## src/rtl/sd_feed_ctrl.sv

```systemverilog
// Serial stimulus feeder for a sequence detector: shifts a captured word out LSB first and
// counts the detector's registered hits. Optional repeat mode is enabled by `define SD_FEED_LOOP_EN.
module sd_feed_ctrl #(
  parameter int WIDTH = 16,
  parameter int CW    = 5
) (
  input  logic             clk,
  input  logic             rst_n,
  input  logic             start,
  input  logic [WIDTH-1:0] data_in,
  input  logic [CW-1:0]    len,
  input  logic             loop,
  output logic             bit_out,
  input  logic             det_in,
  output logic             busy,
  output logic             done,
  output logic [CW-1:0]    match_count,
  output logic [CW-1:0]    first_idx,
  output logic             match_valid
);

  typedef enum logic [1:0] {IDLE, SHIFT, DRAIN, DONE} state_t;

  localparam logic [CW-1:0] LEN_MAX = CW'(WIDTH);

  state_t           state;
  logic [WIDTH-1:0] shreg;
  logic [CW-1:0]    len_q;
  logic [CW-1:0]    idx;
  logic [CW-1:0]    att_idx;
  logic             att_valid;
  logic             last_bit;
  logic             det_hit;

`ifdef SD_FEED_LOOP_EN
  logic [WIDTH-1:0] data_q;
`else
  logic unused_loop;
  assign unused_loop = loop;
`endif

  assign last_bit = (idx == len_q - CW'(1));
  // The detector answers one cycle late, so a hit is credited to the bit shown in the previous cycle.
  assign det_hit  = att_valid && det_in && ((state == SHIFT) || (state == DRAIN));

  // NOTE: all state is updated with non-blocking assignments so every register sees pre-edge values.
  always_ff @(posedge clk or negedge rst_n) begin
    if (!rst_n) begin
      state       <= IDLE;
      shreg       <= '0;
      len_q       <= '0;
      idx         <= '0;
      att_idx     <= '0;
      att_valid   <= 1'b0;
      bit_out     <= 1'b0;
      busy        <= 1'b0;
      done        <= 1'b0;
      match_count <= '0;
      first_idx   <= '0;
      match_valid <= 1'b0;
`ifdef SD_FEED_LOOP_EN
      data_q      <= '0;
`endif
    end else begin
      if (det_hit) begin
        if (match_count != '1) match_count <= match_count + CW'(1);
        if (!match_valid) begin
          first_idx   <= att_idx;
          match_valid <= 1'b1;
        end
      end

      case (state)
        IDLE: begin
          if (start && (len != '0) && (len <= LEN_MAX)) begin
            shreg       <= data_in;
            len_q       <= len;
            idx         <= '0;
            att_valid   <= 1'b0;
            bit_out     <= data_in[0];
            busy        <= 1'b1;
            match_count <= '0;
            first_idx   <= '0;
            match_valid <= 1'b0;
`ifdef SD_FEED_LOOP_EN
            data_q      <= data_in;
`endif
            state       <= SHIFT;
          end
        end
        SHIFT: begin
          att_valid <= 1'b1;
          att_idx   <= idx;
          if (last_bit) begin
`ifdef SD_FEED_LOOP_EN
            if (loop) begin
              idx     <= '0;
              shreg   <= data_q;
              bit_out <= data_q[0];
            end else
`endif
            begin
              bit_out <= 1'b0;
              state   <= DRAIN;
            end
          end else begin
            idx     <= idx + CW'(1);
            shreg   <= shreg >> 1;
            bit_out <= shreg[1];
          end
        end
        DRAIN: begin
          att_valid <= 1'b0;
          busy      <= 1'b0;
          done      <= 1'b1;
          state     <= DONE;
        end
        DONE: begin
          done  <= 1'b0;
          state <= IDLE;
        end
      endcase
    end
  end

endmodule
```

## config.mk

```make
export PLATFORM = sky130hd
export DESIGN_NAME = sd_feed_ctrl
export DESIGN_NICKNAME = d
export VERILOG_FILES = /design/src/rtl/sd_feed_ctrl.sv
export SDC_FILE = /design/constraint.sdc
export NUM_CORES = 1
export LEC_CHECK = 0
export ABC_AREA = 1
export ABC_CLOCK_PERIOD_IN_PS = 2900
export CORE_ASPECT_RATIO = 0.5
export CORE_MARGIN = 1.5
export CORE_UTILIZATION = 40
export DETAILED_ROUTE_END_ITERATION = 6
export PLACE_DENSITY = 0.71
export RECOVER_POWER = 100
export SYNTH_ARGS = -nofsm -noshare
export SYNTH_HDL_FRONTEND = slang
export SYNTH_SLANG_ARGS = --single-unit
```

## constraint.sdc

```tcl
create_clock -name clk -period 2.9 [get_ports clk]
set_clock_uncertainty 0.1 [all_clocks]
set_input_delay 0.435 -clock clk [delete_from_list [all_inputs] [get_ports clk]]
set_output_delay 0.435 -clock clk [all_outputs]
set_load 0.02 [all_outputs]
```

==> results.cfg, run 1 <==
[grt]
grt_pass1_wl_um = 9170
antenna_found_initial = 0
grt_max_degree = 48
grtUsageTotal = 0.1749
grt_pass1_vias = 2073
grt.overflow.total = 0

[clock_tree]
clk_pin_slew_worst_paths_ps = 70
clk_path_buf_depth = 2
cts_tree = done
cts_num_sinks = 47
cts_buffers = 5
cts_resized = 0
clock_latency_ps = 290
cts_root_buf = clkbuf_16
hold_buffers = 0
cts_setup_buffers = 0
htree_levels = 2

[routing]
dr.pass1.iters = 4
via_per_inst = 4.954
ant_nets = 0
drc = 0
post_drt_wl_per_cell_um = 12.12
via_count = 2150
routed_wl_um = 5262
drtIter0Drc = 113

[logic_synthesis]
syn_inst = 323
ys_types = 27
yosysTopAreaCell = dfrtp_1
yosys_warnings = 0
synth.avg_cell_area_um2 = 7.604
synth-seq-cells = 47
syn-num-nets = 356
synth-seq-area-share = 0.4789
netlist.area_leader.share = 0.4789
mappedNetlistArea_um2 = 2456
yosys-top-cells-area = dfrtp_1, nand2_1, nand3_1

[power_and_ir_drop]
power.leakage_nw = 1.609
pwr_density_cell_nw_per_um2 = 965.0
ir_worst_vdd_uv = 421.2
switching_share = 0.4058
p_int_mw = 1.741
clkPwrFrac = 0.230
seq_power_share = 0.353
p_comb_frac = 0.417
finalPower_mw = 2.930
p_sw_mw = 1.189

[timing]
setup_tns_ps = 0
setup_viol = 0
worstMarginPinSlew_ps = 1211
setup_ws_ps = 602.2
slew_headroom = 0.1926
min_period_ps = 2298
period_share = 0.7923
holdWs_ps = 292.6
hold_viol_final = 0
slew_violations = 0
timing.fmax_mhz = 435.2
rsz0062_at_grt = no

[layout]
fin_nets = 393
seq_area_um2 = 1176
area_growth_pct = 23.64
stdcell_area_um2 = 3037
drive_above_1_share = 0.04709
diodes = 0
fillCellCount = 543
multiInputGateArea_um2 = 1117

[place]
post-place-ws_ps = 661.6
gp_congestion = 0.8168
io_buffers = 38
placed_area_um2 = 2883
dp_hpwl_um = 3598

[worst_setup_path]
cp.required_ps = 3020
end_kind = flip-flop
r2r_start = len_q[0]
r2r_cells = 11
start_kind = input port
critical_path_arrival_ps = 2420
critPathLaunch = len[1]
rr_endpoint = shreg[13]
crit_end = idx[2]
regToRegSetupSlack_ps = 700
cp_max_fo = 20
crit_type = input port to flip-flop

[hold_path]
worstHoldPathType = input port to async pin

[floorplanning]
core_um2 = 5705
die_w_um = 113.8
die_y_um = 58.41
start_util = 0.4305
floorplan.die_area_um2 = 6648
ios = 40
row_count = 19

[run_status]
status = finished clean

[run]
drv_cap = 0
## power by group through the flow
stage / Clock [mW] / Sequential, mW / Combinational [mW]
after global routing: 0.711 / 1.07 / 1.39
final: 0.674 / 1.04 / 1.22
after global placement: 0 / 1.03 / 1.23
after detailed placement: 0 / 1.05 / 1.27
after floorplan: 0 / 1.06 / 0.903
after CTS: 0.687 / 1.04 / 1.28
## through the flow
stage / cells / util
finish: 434 / 0.5322
global route: 434 / 0.5322
CTS: 434 / 0.5357
detailed placement: 426 / 0.5053
global placement: 426 / 0.5053
floorplan: 323 / -
## flip-flops by register name, indices dropped and copies added, names as in the netlist, 2 cells and up
signal / count
shreg: 15
match_count: 5
first_idx: 5
len_q: 5
idx: 5
state: 2
att_idx: 5
## routing by layer
layer	track usage	part of all wire
met1	0.2173	0.49
met5	0	0
met2	0.3107	0.46
met4	0.06607	0.017
met3	0.03296	0.037
## final cells by class
class                           count  share of cell area
Clock buffer                        6             0.04574
Timing Repair Buffer               41              0.1290
Tap cell                           73             0.03008
Clock inverter                      2             0.01154
Inverter                           23             0.02843
Sequential cell                    47              0.3873
Multi-Input combinational cell    242              0.3679
## Yosys cell counts (all sizes together)
cell,number
or2,1
nand3,31
clkinv,1
mux2,1
a21o,1
clkbuf,3
nand2,142
o21ai,15
buf,8
nand3b,1
inv,22
dfrtp,47
ha,7
a21oi,9
xor2,4
xnor2,1
o21a,1
nand4,4
nor2,24
## critical path, stage by stage
cell and delay (ps):
dlygate4sd3_1 550, nor2_1 150, nand2_1 70, nand2_1 80, nand4_1 300, nand2_1 200
clkbuf_2 380, nand4_1 160, nand2_1 90
## cell families after synthesis
| kind of cell | synth area share |
|---|---|
| adders and majority gates | 0.03566 |
| and+or+nand+nor | 0.3474 |
| muxes | 0.004584 |
| DFF | 0.4789 |
| AOI/OAI and AO/OA | 0.05502 |
| buffers and inverters | 0.06062 |
| xor gates and xnor gates | 0.01783 |
## cells in the final DEF (no fill, tap or decap)
master / count
a21o_1: 1
a21oi_1: 9
buf_4: 1
bufinv_16: 1
clkbuf_1: 1
clkbuf_16: 5
clkbuf_2: 2
clkbuf_8: 1
clkdlybuf4s50_1: 22
clkinv_1: 1
clkinv_2: 1
dfrtp_1: 47
dlygate4sd3_1: 15
ha_1: 7
inv_1: 21
inv_2: 1
mux2_2: 1
nand2_1: 141
nand2_2: 1
nand3_1: 30
nand3_4: 1
nand3b_1: 1
nand4_1: 4
nor2_1: 23
nor2_4: 1
o21a_1: 1
o21ai_0: 15
or2_2: 1
xnor2_1: 1
xor2_1: 4
## how the worst min path moves through the flow
stage	start	endpoint	slack, ps	depth (start not counted)
5_1_grt	rst_n	shreg[8]	390	1
4_1_cts	rst_n	shreg[8]	280	1
3_3_place_gp	shreg[3]	shreg[3]	350	2
2_1_floorplan	rst_n	att_idx[0]	40	0
6_report	rst_n	shreg[7]	290	1
3_5_place_dp	shreg[5]	shreg[5]	360	2
No activity file was read; power rests on OpenSTA's default activity.
==> inputs of run 2 (changes only) <==
--- a/config.mk
+++ b/config.mk
@@ -6,12 +6,12 @@
 export NUM_CORES = 1
 export LEC_CHECK = 0
 export ABC_AREA = 1
-export ABC_CLOCK_PERIOD_IN_PS = 2900
+export ABC_CLOCK_PERIOD_IN_PS = 2090
 export CORE_ASPECT_RATIO = 0.5
 export CORE_MARGIN = 1.5
 export CORE_UTILIZATION = 40
 export DETAILED_ROUTE_END_ITERATION = 6
-export PLACE_DENSITY = 0.71
+export PLACE_DENSITY = 0.73
 export RECOVER_POWER = 100
 export SYNTH_ARGS = -nofsm -noshare
 export SYNTH_HDL_FRONTEND = slang
==> constraint.sdc (replaced) <==
create_clock -name clk -period 2.09 [get_ports clk]
set_clock_uncertainty 0.1 [all_clocks]
set_input_delay 0.3135 -clock clk [delete_from_list [all_inputs] [get_ports clk]]
set_output_delay 0.3135 -clock clk [all_outputs]
set_load 0.02 [all_outputs]
==> results.cfg, run 2 (synthesis results as in run 1) <==
[run_status]
status = finished clean

[timing]
slew_violations = 0
timing.fmax_mhz = 525.9
period_share = 0.9098
setup_ws_ps = 188.6
min_period_ps = 1901
setup_tns_ps = 0
worstMarginPinSlew_ps = 1148
holdWs_ps = 228.7
hold_viol_final = 0
slew_headroom = 0.2344
rsz0062_at_grt = no
setup_viol = 0

[floorplanning]
die_y_um = 58.41
die_w_um = 113.8
row_count = 19
start_util = 0.4305
ios = 40
floorplan.die_area_um2 = 6648
core_um2 = 5705

[layout]
mostFrequentLayoutCells = nand2_1, dfrtp_1, nand3_1, clkdlybuf4s50_1, nor2_1
fillCellCount = 549
fin_nets = 399
final_common_cell = nand2_1
regMostFlops = shreg
fin_cells = 440
area_growth_pct = 24.40
drive_above_1_share = 0.06267
diodes = 0
largest_reg_flops = 15

[routing]
via_per_inst = 4.941
ant_nets = 0
drc = 0
post_drt_wl_per_cell_um = 12.01
via_count = 2174
routed_wl_um = 5284
dr.pass1.iters = 4
drtIter0Drc = 82

[grt]
antenna_found_initial = 0
grt.overflow.total = 0
grt_pass1_vias = 2031
grt_max_degree = 48
grt_pass1_wl_um = 9190
grtUsageTotal = 0.1773

[clock_tree]
cts_num_sinks = 47
clock_latency_ps = 280
cts_tree = done
htree_levels = 2
cts_root_buf = clkbuf_16
clk_path_buf_depth = 2
hold_buffers = 0
cts_buffers = 5
clk_pin_slew_worst_paths_ps = 60

[place]
io_buffers = 38
dp_cells = 432
dp_hpwl_um = 3806
gp_congestion = 0.8935
post-place-ws_ps = -50.83

[power_and_ir_drop]
seq_power_share = 0.360
finalPower_mw = 3.979
clkPwrFrac = 0.191
ir_worst_vdd_uv = 540.0
switching_share = 0.4179
p_sw_mw = 1.663
power.leakage_nw = 1.619
pwr_density_cell_nw_per_um2 = 1302
p_int_mw = 2.316
p_comb_frac = 0.449

[run]
drv_cap = 0

[worst_setup_path]
path_delay_family = simple AND/OR/NAND/NOR gates
start_kind = flip-flop
crit_top_cell = nand2_1
crit_slowest_cell = dfrtp_1
crit_buf_inv = 2
critical_path_arrival_ps = 2020
cp_max_fo = 12
cp.required_ps = 2210
crit_type = flip-flop to flip-flop
end_kind = flip-flop
cp_slowest_stage_delay_ps = 410
crit_chain = inv_1 -> ha_1 -> nand4_2 -> nand2_1 -> clkbuf_2 -> nand3_1 -> nand2_1

[hold_path]
worstHoldPathType = input port to async pin
[run 2: changes by cell type in the layout (fill, tap and decap cells not counted), sizes merged]
cell | before | now
bufinv | 1 | 0
clkdlybuf4s50 | 22 | 23
clkbuf | 9 | 12
buf | 1 | 5
dlygate4sd3 | 15 | 14
[run 2: worst register-to-register path: stages (launching register included)]
cell      delay, ps
dfrtp_1         410
inv_1           100
ha_1            260
nand4_2         250
nand2_1         220
clkbuf_2        280
nand3_1         130
nand2_1          80
[run 2: final timing paths]
kind | to | slack, ps | startpoint | cells after the start
max | shreg[8] | 190 | state[0] | 7
min | shreg[6] | 230 | rst_n | 2
max reg2reg | shreg[8] | 190 | state[0] | 7
min reg2reg | shreg[1] | 370 | shreg[1] | 2
max in group asynchronous | idx[1] | 960 | rst_n | 2
min in group clk | shreg[1] | 370 | shreg[1] | 2
[run 2: through the flow]
step	instance area [um2]	utilization
after floorplan	2456	-
after global placement	2928	0.5132
after detailed placement	2928	0.5132
after CTS	3065	0.5373
after global routing	3055	0.5355
final	3055	0.5355
[run 2: repair_timing]
item                                    4_1_cts  5_1_grt
setup buffers                                 0        0
resized for setup                             0        1
endpoints found under the hold margin         0        0
endpoints found under the setup margin        0       20
[run 2: metal layers]
metal	global-route usage	vias up	routed length, um
met2	0.2978	54	2365
met3	0.03913	5	278
met4	0.06786	0	73
met5	0	-	0
li1	-	1108	-
met1	0.2294	1007	2567
[run 2: final cells by class]
type	instances	area [um2]	area share
repair buffers	47	427.9	0.1400
clock inverters	1	5.005	0.001638
inverters	23	86.33	0.02826
well taps	73	91.34	0.02989
flip-flops and latches	47	1176	0.3849
clock buffers	7	132.6	0.04341
multi-input cells	242	1136	0.3718
[run 2: power groups by stage]
stage	combinational [mW]	sequential [mW]	clock [mW]
after floorplan	1.25	1.48	0
after global placement	1.76	1.44	0
after detailed placement	1.83	1.45	0
after CTS	1.84	1.44	0.783
after global routing	2.05	1.48	0.824
final	1.79	1.43	0.759
==> inputs of run 3 (changes only) <==
--- a/config.mk
+++ b/config.mk
@@ -7,10 +7,13 @@
 export LEC_CHECK = 0
 export ABC_AREA = 1
 export ABC_CLOCK_PERIOD_IN_PS = 2090
+export CAP_MARGIN = 20
 export CORE_ASPECT_RATIO = 0.5
 export CORE_MARGIN = 1.5
 export CORE_UTILIZATION = 40
+export CTS_CLUSTER_DIAMETER = 200
 export DETAILED_ROUTE_END_ITERATION = 6
+export GPL_TIMING_DRIVEN = 0
 export PLACE_DENSITY = 0.73
 export RECOVER_POWER = 100
 export SYNTH_ARGS = -nofsm -noshare
==> results.cfg, run 3 (synthesis results as in run 1) <==
[run_status]
status = finished clean

[routing]
drtIter0Drc = 105
routed_wl_um = 5439
via_count = 2193
post_drt_wl_per_cell_um = 12.25
drc = 0
ant_nets = 0
dr.pass1.iters = 4
via_per_inst = 4.939

[power_and_ir_drop]
ir_worst_vdd_uv = 549.5
finalPower_mw = 4.112
clkPwrFrac = 0.205
switching_share = 0.4150
seq_power_share = 0.351
p_sw_mw = 1.707
power.leakage_nw = 1.641
p_int_mw = 2.405
pwr_density_cell_nw_per_um2 = 1326
p_comb_frac = 0.444

[timing]
worstMarginPinSlew_ps = 582.0
min_period_ps = 1944
slew_violations = 0
setup_ws_ps = 145.6
timing.fmax_mhz = 514.3
hold_viol_final = 0
setup_tns_ps = 0
period_share = 0.9303
rsz0062_at_grt = no
setup_viol = 0
slew_headroom = 0.6120

[layout]
fillCellCount = 577
diodes = 0
mostFrequentLayoutCells = nand2_1, dfrtp_1, nand3_1, clkdlybuf4s50_1, nor2_1
finish.utilization = 0.5436
area_growth_pct = 26.29
largest_reg_flops = 15
seq_area_um2 = 1176
stdcell_area_um2 = 3102
drive_above_1_share = 0.07008
regMostFlops = shreg
final_common_cell = nand2_1
multiInputGateArea_um2 = 1136
fin_nets = 403

[place]
io_buffers = 38
post-place-ws_ps = -47.56
gp_congestion = 0.8443
dp_hpwl_um = 3975
placed_area_um2 = 2943

[clock_tree]
cts_root_buf = clkbuf_16
htree_levels = 2
cts_tree = done
clk_path_buf_depth = 2
clk_pin_slew_worst_paths_ps = 60
cts_setup_buffers = 0
clock_latency_ps = 290
cts_num_sinks = 47
cts_buffers = 5

[worst_setup_path]
crit_buf_inv = 3
crit_type = flip-flop to flip-flop
rr_endpoint = shreg[8]
regToRegSetupSlack_ps = 150
cp.required_ps = 2170
crit_top_cell = nand2_1
end_kind = flip-flop
start_kind = flip-flop
cp_max_fo = 10
crit_chain = inv_1 -> ha_1 -> inv_1 -> nand2_1 -> nand2_1 -> nor2_1 -> nand2_1 -> nor2_4 -> nand3_4 -> clkbuf_2 -> nand3_1 -> nand2_1
critical_path_arrival_ps = 2030
crit_slowest_cell = dfrtp_1
cp_slowest_stage_delay_ps = 350
r2r_cells = 12
r2r_start = len_q[0]
path_delay_family = simple AND/OR/NAND/NOR gates

[floorplanning]
die_y_um = 58.41
core_um2 = 5705
floorplan.die_area_um2 = 6648
start_util = 0.4305
ios = 40
row_count = 19
die_w_um = 113.8

[grt]
met3_usage = 0.04325
antenna_found_initial = 0
grt_pass1_wl_um = 9459
grt.overflow.total = 0
grtUsageTotal = 0.1847
top_usage_layer = met2
grt_pass1_vias = 2064
use_met2 = 0.3003
use_met1 = 0.2383
grt_max_degree = 38

[hold_path]
worstHoldStart = shreg[1]
worstHoldPathType = flip-flop to flip-flop
hold_path_end = shreg[1]
whs_path_depth = 2

[run]
drv_cap = 0
-- run 3: cell count changes in the layout (fill, tap and decap cells not counted), sizes merged --
cell | before | now
dlygate4sd3 | 14 | 15
clkbuf | 12 | 15
buf | 5 | 6
clkinv | 2 | 1
-- run 3: worst min-delay path, delay by kind of cell, from the launching register on --
kind / cells / cell delay (ps)
DFF: 1 / 340
and+or+nand+nor: 2 / 100
-- run 3: power groups by stage --
stage                     Combinational [mW]  Sequential, mW  Clock, mW
after floorplan                         1.25            1.48          0
after global placement                  1.78            1.44          0
after detailed placement                1.86            1.46          0
after CTS                               1.87            1.44      0.872
after global routing                    2.07            1.48      0.906
final                                   1.83            1.44      0.845
-- run 3: repair_timing --
action | CTS | global route
hold buffers | 1 | 0
resized for setup | 0 | 3
endpoints found under the hold margin | 10 | 0
endpoints found under the setup margin | 0 | 3
-- run 3: layer usage --
| layer | vias up | routed length (um) |
|---|---|---|
| li1 | 1110 | - |
| met1 | 1031 | 2690 |
| met2 | 42 | 2411 |
| met3 | 10 | 213 |
| met4 | 0 | 125 |
| met5 | - | 0 |
-- run 3: worst max path at each step --
stage	from	to	slack (ps)	depth (start not counted)
after floorplan	state[0]	match_count[1]	350	8
after global placement	rst_n	first_idx[0]	-730	1
after detailed placement	len[1]	shreg[15]	-50	9
after CTS	state[0]	match_count[1]	90	8
after global routing	len_q[0]	shreg[11]	10	12
final	len_q[0]	shreg[8]	150	12
-- run 3: stage by stage --
step / hold slack (ps) / std cells
2_1_floorplan: -82.09 / 323
3_3_place_gp: 353.7 / 434
3_5_place_dp: 111.7 / 435
4_1_cts: 329.7 / 444
5_1_grt: 409.2 / 444
6_report: 371.8 / 444
-- run 3: final cells by class --
| cell class | count | area share |
|---|---|---|
| flip-flops and latches | 47 | 0.3792 |
| multi-input cells | 242 | 0.3663 |
| repair buffers | 40 | 0.1263 |
| clock buffers | 8 | 0.05042 |
| well taps | 73 | 0.02945 |
| inverters | 23 | 0.02783 |
| plain buffers | 11 | 0.02057 |
